==> config.mk <==
export PLATFORM = sky130hd
export DESIGN_NAME = wb_pio_initiator
export DESIGN_NICKNAME = d
export VERILOG_FILES = /design/src/rtl/wb_pio_initiator.sv
export SDC_FILE = /design/constraint.sdc
export NUM_CORES = 1
export LEC_CHECK = 0
export CELL_PAD_IN_SITES_DETAIL_PLACEMENT = 1
export CELL_PAD_IN_SITES_GLOBAL_PLACEMENT = 1
export CORE_UTILIZATION = 45
export CTS_BUF_LIST = sky130_fd_sc_hd__clkbuf_2 sky130_fd_sc_hd__clkbuf_4 sky130_fd_sc_hd__clkbuf_8
export DETAILED_ROUTE_END_ITERATION = 8
export DONT_BUFFER_PORTS = 1
export GPL_TIMING_DRIVEN = 0
export HOLD_SLACK_MARGIN = 0.08
export PLACE_DENSITY_LB_ADDON = 0.1
export RECOVER_POWER = 50
export SYNTH_ARGS = -nofsm -noshare
export SYNTH_HDL_FRONTEND = slang
export SYNTH_SLANG_ARGS = --single-unit
==> constraint.sdc <==
create_clock -name wb_clk_i -period 2.1 [get_ports wb_clk_i]
set_clock_uncertainty 0.2 [all_clocks]
set_input_delay 0.63 -clock wb_clk_i [delete_from_list [all_inputs] [get_ports wb_clk_i]]
set_output_delay 0.63 -clock wb_clk_i [all_outputs]
set_load 0.005 [all_outputs]
==> src/rtl/wb_pio_initiator.sv <==
// -----------------------------------------------------------------------------
// wb_pio_initiator
//
// Converts single programmed-I/O commands into Wishbone classic bus cycles and
// returns one response per command. A transfer that is not acknowledged within
// TIMEOUT bus cycles is aborted and reported with rsp_err_o.
//
// Parameters
//   TIMEOUT       bus cycles allowed before an unacknowledged transfer aborts
//                 (legal 2..255)
//
// Ports
//   wb_clk_i      clock, all logic on the rising edge
//   wb_rst_ni     synchronous active-low reset
//   cmd_valid_i   command request
//   cmd_ready_o   command accepted when high together with cmd_valid_i
//   cmd_we_i      1 = write, 0 = read
//   cmd_adr_i     byte address
//   cmd_dat_i     write data
//   cmd_sel_i     byte lanes
//   rsp_valid_o   response available
//   rsp_ready_i   response consumed
//   rsp_dat_o     read data (0 for writes and timeouts)
//   rsp_err_o     1 = transfer timed out
//   wbm_cyc_o     Wishbone cycle
//   wbm_stb_o     Wishbone strobe
//   wbm_we_o      Wishbone write enable
//   wbm_sel_o     Wishbone byte selects
//   wbm_adr_o     Wishbone address
//   wbm_dat_o     Wishbone write data (0 during reads)
//   wbm_ack_i     Wishbone acknowledge
//   wbm_dat_i     Wishbone read data
//
// State table
//   state   | meaning
//   IDLE    | waiting for a command, cmd_ready_o high
//   BUS     | cycle presented on Wishbone, waiting for ack or timeout
//   RESP    | response held until rsp_ready_i
// -----------------------------------------------------------------------------
module wb_pio_initiator #(
    parameter int TIMEOUT = 64
) (
    input  logic        wb_clk_i,
    input  logic        wb_rst_ni,

    input  logic        cmd_valid_i,
    output logic        cmd_ready_o,
    input  logic        cmd_we_i,
    input  logic [31:0] cmd_adr_i,
    input  logic [31:0] cmd_dat_i,
    input  logic [3:0]  cmd_sel_i,

    output logic        rsp_valid_o,
    input  logic        rsp_ready_i,
    output logic [31:0] rsp_dat_o,
    output logic        rsp_err_o,

    output logic        wbm_cyc_o,
    output logic        wbm_stb_o,
    output logic        wbm_we_o,
    output logic [3:0]  wbm_sel_o,
    output logic [31:0] wbm_adr_o,
    output logic [31:0] wbm_dat_o,
    input  logic        wbm_ack_i,
    input  logic [31:0] wbm_dat_i
);

    typedef enum logic [1:0] {
        ST_IDLE = 2'd0,
        ST_BUS  = 2'd1,
        ST_RESP = 2'd2
    } state_t;

    // Timer value seen during the last permitted bus cycle.
    localparam logic [7:0] TIMER_LAST = 8'(TIMEOUT - 1);

    state_t      state_q,     state_d;
    logic [7:0]  timer_q,     timer_d;
    logic        cyc_q,       cyc_d;
    logic        we_q,        we_d;
    logic [3:0]  sel_q,       sel_d;
    logic [31:0] adr_q,       adr_d;
    logic [31:0] dat_q,       dat_d;
    logic        rsp_valid_q, rsp_valid_d;
    logic        rsp_err_q,   rsp_err_d;
    logic [31:0] rsp_dat_q,   rsp_dat_d;

    always_ff @(posedge wb_clk_i) begin
        if (!wb_rst_ni) begin
            state_q     <= ST_IDLE;
            timer_q     <= 8'd0;
            cyc_q       <= 1'b0;
            we_q        <= 1'b0;
            sel_q       <= 4'd0;
            adr_q       <= 32'd0;
            dat_q       <= 32'd0;
            rsp_valid_q <= 1'b0;
            rsp_err_q   <= 1'b0;
            rsp_dat_q   <= 32'd0;
        end else begin
            state_q     <= state_d;
            timer_q     <= timer_d;
            cyc_q       <= cyc_d;
            we_q        <= we_d;
            sel_q       <= sel_d;
            adr_q       <= adr_d;
            dat_q       <= dat_d;
            rsp_valid_q <= rsp_valid_d;
            rsp_err_q   <= rsp_err_d;
            rsp_dat_q   <= rsp_dat_d;
        end
    end

    always_comb begin
        state_d     = state_q;
        timer_d     = timer_q;
        cyc_d       = cyc_q;
        we_d        = we_q;
        sel_d       = sel_q;
        adr_d       = adr_q;
        dat_d       = dat_q;
        rsp_valid_d = rsp_valid_q;
        rsp_err_d   = rsp_err_q;
        rsp_dat_d   = rsp_dat_q;

        unique case (state_q)
            ST_IDLE: begin
                if (cmd_valid_i) begin
                    state_d = ST_BUS;
                    timer_d = 8'd0;
                    cyc_d   = 1'b1;
                    we_d    = cmd_we_i;
                    sel_d   = cmd_sel_i;
                    adr_d   = cmd_adr_i;
                    // Reads never drive data onto the bus.
                    dat_d   = cmd_we_i ? cmd_dat_i : 32'd0;
                end
            end

            ST_BUS: begin
                // Ack takes priority over a timeout expiring in the same cycle.
                if (wbm_ack_i) begin
                    state_d     = ST_RESP;
                    rsp_valid_d = 1'b1;
                    rsp_err_d   = 1'b0;
                    rsp_dat_d   = we_q ? 32'd0 : wbm_dat_i;
                end else if (timer_q == TIMER_LAST) begin
                    state_d     = ST_RESP;
                    rsp_valid_d = 1'b1;
                    rsp_err_d   = 1'b1;
                    rsp_dat_d   = 32'd0;
                end else begin
                    timer_d = timer_q + 8'd1;
                end

                // Leaving the bus: release the cycle and quiet the lines.
                if (wbm_ack_i || timer_q == TIMER_LAST) begin
                    cyc_d = 1'b0;
                    we_d  = 1'b0;
                    sel_d = 4'd0;
                    adr_d = 32'd0;
                    dat_d = 32'd0;
                end
            end

            ST_RESP: begin
                if (rsp_ready_i) begin
                    state_d     = ST_IDLE;
                    rsp_valid_d = 1'b0;
                end
            end

            default: begin
                state_d = ST_IDLE;
                cyc_d   = 1'b0;
            end
        endcase
    end

    assign cmd_ready_o = (state_q == ST_IDLE);

    assign wbm_cyc_o   = cyc_q;
    assign wbm_stb_o   = cyc_q;
    assign wbm_we_o    = we_q;
    assign wbm_sel_o   = sel_q;
    assign wbm_adr_o   = adr_q;
    assign wbm_dat_o   = dat_q;

    assign rsp_valid_o = rsp_valid_q;
    assign rsp_err_o   = rsp_err_q;
    assign rsp_dat_o   = rsp_dat_q;

endmodule
==> results.md <==
* Status: complete, no violations
* Die footprint at 10200 sq um
* Switching share of power at between 20% and 30%
* Combined area of all synthesized cells at between 4000 and 5000 sq um
* Buffer depth of the longest clock path at 2
* Placed Instance Area at around 4600 sq um
* Endpoint of the worst hold path: wbm_adr_o[6]
* Crit start category: flip-flop
* Relative slew margins at 61.8%
* Drt initial violations at 110
* Routed len/inst at 19.2 um
* Finish-stage setup viols at 0
* Worst R2R Start: state_q[0]
* Number of vias after detailed routing at approximately 4000
* Final Critical Period at 1.99 ns
* Count of distinct cell types in the synthesized netlist at 39
* First-pass GRT wire length at 20600 um
* Maximum net fanout on the critical path at 10
* Part of the total power dissipated in sequential elements at a little under half
* Leakage component of the power at between 1.5 and 2 nW
* Reg2reg path depth at 6
* Cell type with the largest total area after synthesis: dfxtp_1
* Final layout net count at 660
* Hold Violations, Final at 0
* Post-synthesis async set-or-reset flop share at 0%
* Core Footprint at 9370 sq um
* Data required time at the worst endpoint at 2.24 ns
* Switching pwr at 0.00126 W
* Insertion delay of the later-clocked pin in the worst-skew pair at 0.42 ns
* Chip width at 101 um
* Yosys Warn Count at 0
* TritonCTS clock tree: done
* Count of maximum capacitance violations at 0
* Hold Path Cell Cnt at 2
* Remaining design rule violation count at 0
* Layout cells sized above 1 at 12.6%
* Finished Core Util at about 54%
* Seq/Total Area, Yosys at about half
* Area share of the leading cell type in the synthesized netlist at 51.8%
* Routability Congestion at 0.760
* First-pass detailed-route iteration total at 4
* Mean area per synthesized cell at 8.26 sq um
* H-Tree Depth at 4
* Clk slew on worst S/H paths at 0.07 ns
* Post-CTS setup-driven buffer insertion count at 0
* Final Max Slew Viols at 0
* Via density per instance at 5.77
* Number of buffers created by CTS at 17
* CTS Root Buffer Type: clkbuf_8
* Core Rows at 35
* Number of hold buffers added after cts at 0
* Power density over the cells at 1010 nW/um^2
* Min-Delay Path Class: in2reg
* Synthesis-stage register bit count at 114
* Non-Filler Cell Area, Final at 5080 sq um
* Measured slew at the worst slew-check pin at approximately 0.57 ns
* Design internal power at 0.00384 W
* Number of cells produced by synthesis at 534
* Remaining global-route overflow at 0
* Clock network fraction of design power at about 46%
* Number of flops mapped to enable cells by yosys at 0
* Vertical die dimension at 101 um
* Tot GR Track Use at 26.1%
* Max Clock Freq at 504 MHz
* Initial antenna violation count at 0
* Startpoint-to-endpoint class of the critical path: reg2reg
* Total nets after synthesis at 641
* Vias in the first global route at 4221
* Sink Count at 114
* Leading cell type in the layout, fill and taps excluded: nand2_1
* Io pins at 212
* Setup TNS after final layout at 0 ns
* Worst Min Path Start: cmd_adr_i[6]
* Highest-count cells in the layout ignoring fill and taps: nand2_1, dfxtp_1, a21oi_1
* Ys flop type: dfxtp_1
* Setup slack of the most critical reg-to-reg path at approximately 0.11 ns
* HPWL reported at the end of detailed placement at 9540 um
* Endpoint type of the worst setup path: flip-flop
* Cell types occupying the most area after synthesis: dfxtp_1, a21oi_1, nand2_1
* Share of total power in combinational logic at 8.5%
* Data arrival time of the critical path at between 2 and 2.5 ns
* Share of the cycle needed by the critical path after routing at a little over nine tenths
* Worst r2r dst: wbm_dat_o[10]
* Number of antenna repair diodes at 0
* Maximum number of pins on one net before global-route repair at 17
* Antenna Violating Nets Remaining at 0
* Routed WL at 13300 um
* I/O Buffers at 0
* Largest voltage drop on the vdd net at 0.452 mV
* Initial core utilization at 47.0%
* Area added between synthesis and finish at 15.1%
[through the flow]
stage          std cells  hold slack [ns]  worst slack [ns]  total power (W)
6_report             694            0.130             0.114          0.00511
5_1_grt              694            0.116         -0.000493          0.00531
4_1_cts              694            0.104           0.00652          0.00516
3_5_place_dp         663            0.268            -0.146          0.00283
3_3_place_gp         663            0.263            -0.133          0.00280
2_1_floorplan        534            0.238             0.209          0.00269
[per-layer routing]
layer	share of wire, %	up-vias	wire length [um]	track usage (%)
met3	10	31	1330	9.99
met5	0	-	0	0
met4	2.2	0	293	11.8
met2	49	168	6580	45.7
met1	38	1892	5110	27.7
li1	-	1915	-	-
[synth_stat cells, types with 2 or more instances]
library cell  number
nor2_1             5
o21ai_0           35
and3_1             2
a31oi_1            3
dfxtp_1          114
o211ai_1          32
nand2_1          114
nand4_1            2
buf_2             21
clkbuf_1          27
o21ai_2            2
nand3b_1           3
o221a_2            2
buf_6              2
nand3_1           39
inv_1              3
a21oi_1          106
[layout make-up]
type / instances / area [sq um]
multi-input cells: 365 / 1920
plain buffers: 51 / 244
fillers: 1174 / 4300
well taps: 129 / 161
clock inverters: 8 / 149
inverters: 4 / 15.0
flip-flops and latches: 114 / 2290
clock buffers: 23 / 304
[sequential cells by signal, summed over array words and instances (netlist names)]
signal       cells
wbm_sel_o        4
wbm_dat_o       32
rsp_valid_o      1
rsp_err_o        1
wbm_adr_o       32
rsp_dat_o       32
wbm_cyc_o        1
wbm_we_o         1
state_q          2
timer_q          8
[repair_timing]
action,4_1_cts,5_1_grt
gates resized for setup,8,11
setup endpoints to repair,83,58
cloned,0,0
[power groups by stage]
stage          logic, W  clock network (W)  registers [W]
2_1_floorplan  0.000316                  0        0.00237
3_3_place_gp   0.000405                  0        0.00239
3_5_place_dp   0.000428                  0        0.00240
4_1_cts        0.000437            0.00237        0.00235
5_1_grt        0.000491            0.00246        0.00236
6_report       0.000437            0.00232        0.00235
[critical path, cell delays in order (launching register included)]
cell      delay [ns]
dfxtp_1         0.31
buf_6           0.14
or2b_1          0.36
buf_2           0.31
buf_2           0.27
o211ai_1        0.12
a21oi_1         0.20
[how the worst max path moves through the flow]
| stage | depth (start not counted) | end | slack [ns] | startpoint |
|---|---|---|---|---|
| global placement | 5 | wbm_we_o | -0.13 | cmd_valid_i |
| floorplan | 5 | wbm_dat_o[2] | 0.21 | cmd_valid_i |
| detailed placement | 5 | wbm_adr_o[28] | -0.15 | cmd_valid_i |
| finish | 6 | wbm_dat_o[10] | 0.11 | state_q[0] |
| global route | 6 | wbm_dat_o[22] | -0.0005 | state_q[0] |
| CTS | 7 | wbm_dat_o[23] | 0.007 | timer_q[1] |
[kinds of logic after synthesis]
family                   synth area share (%)
AO/OA/AOI/OAI                            24.4
adder cells (fa/ha/maj)                 0.284
buffers and inverters                    5.70
flip-flops                               51.8
AND/OR/NAND/NOR                          17.8
Note: power is estimated with default switching activity, not from simulation.
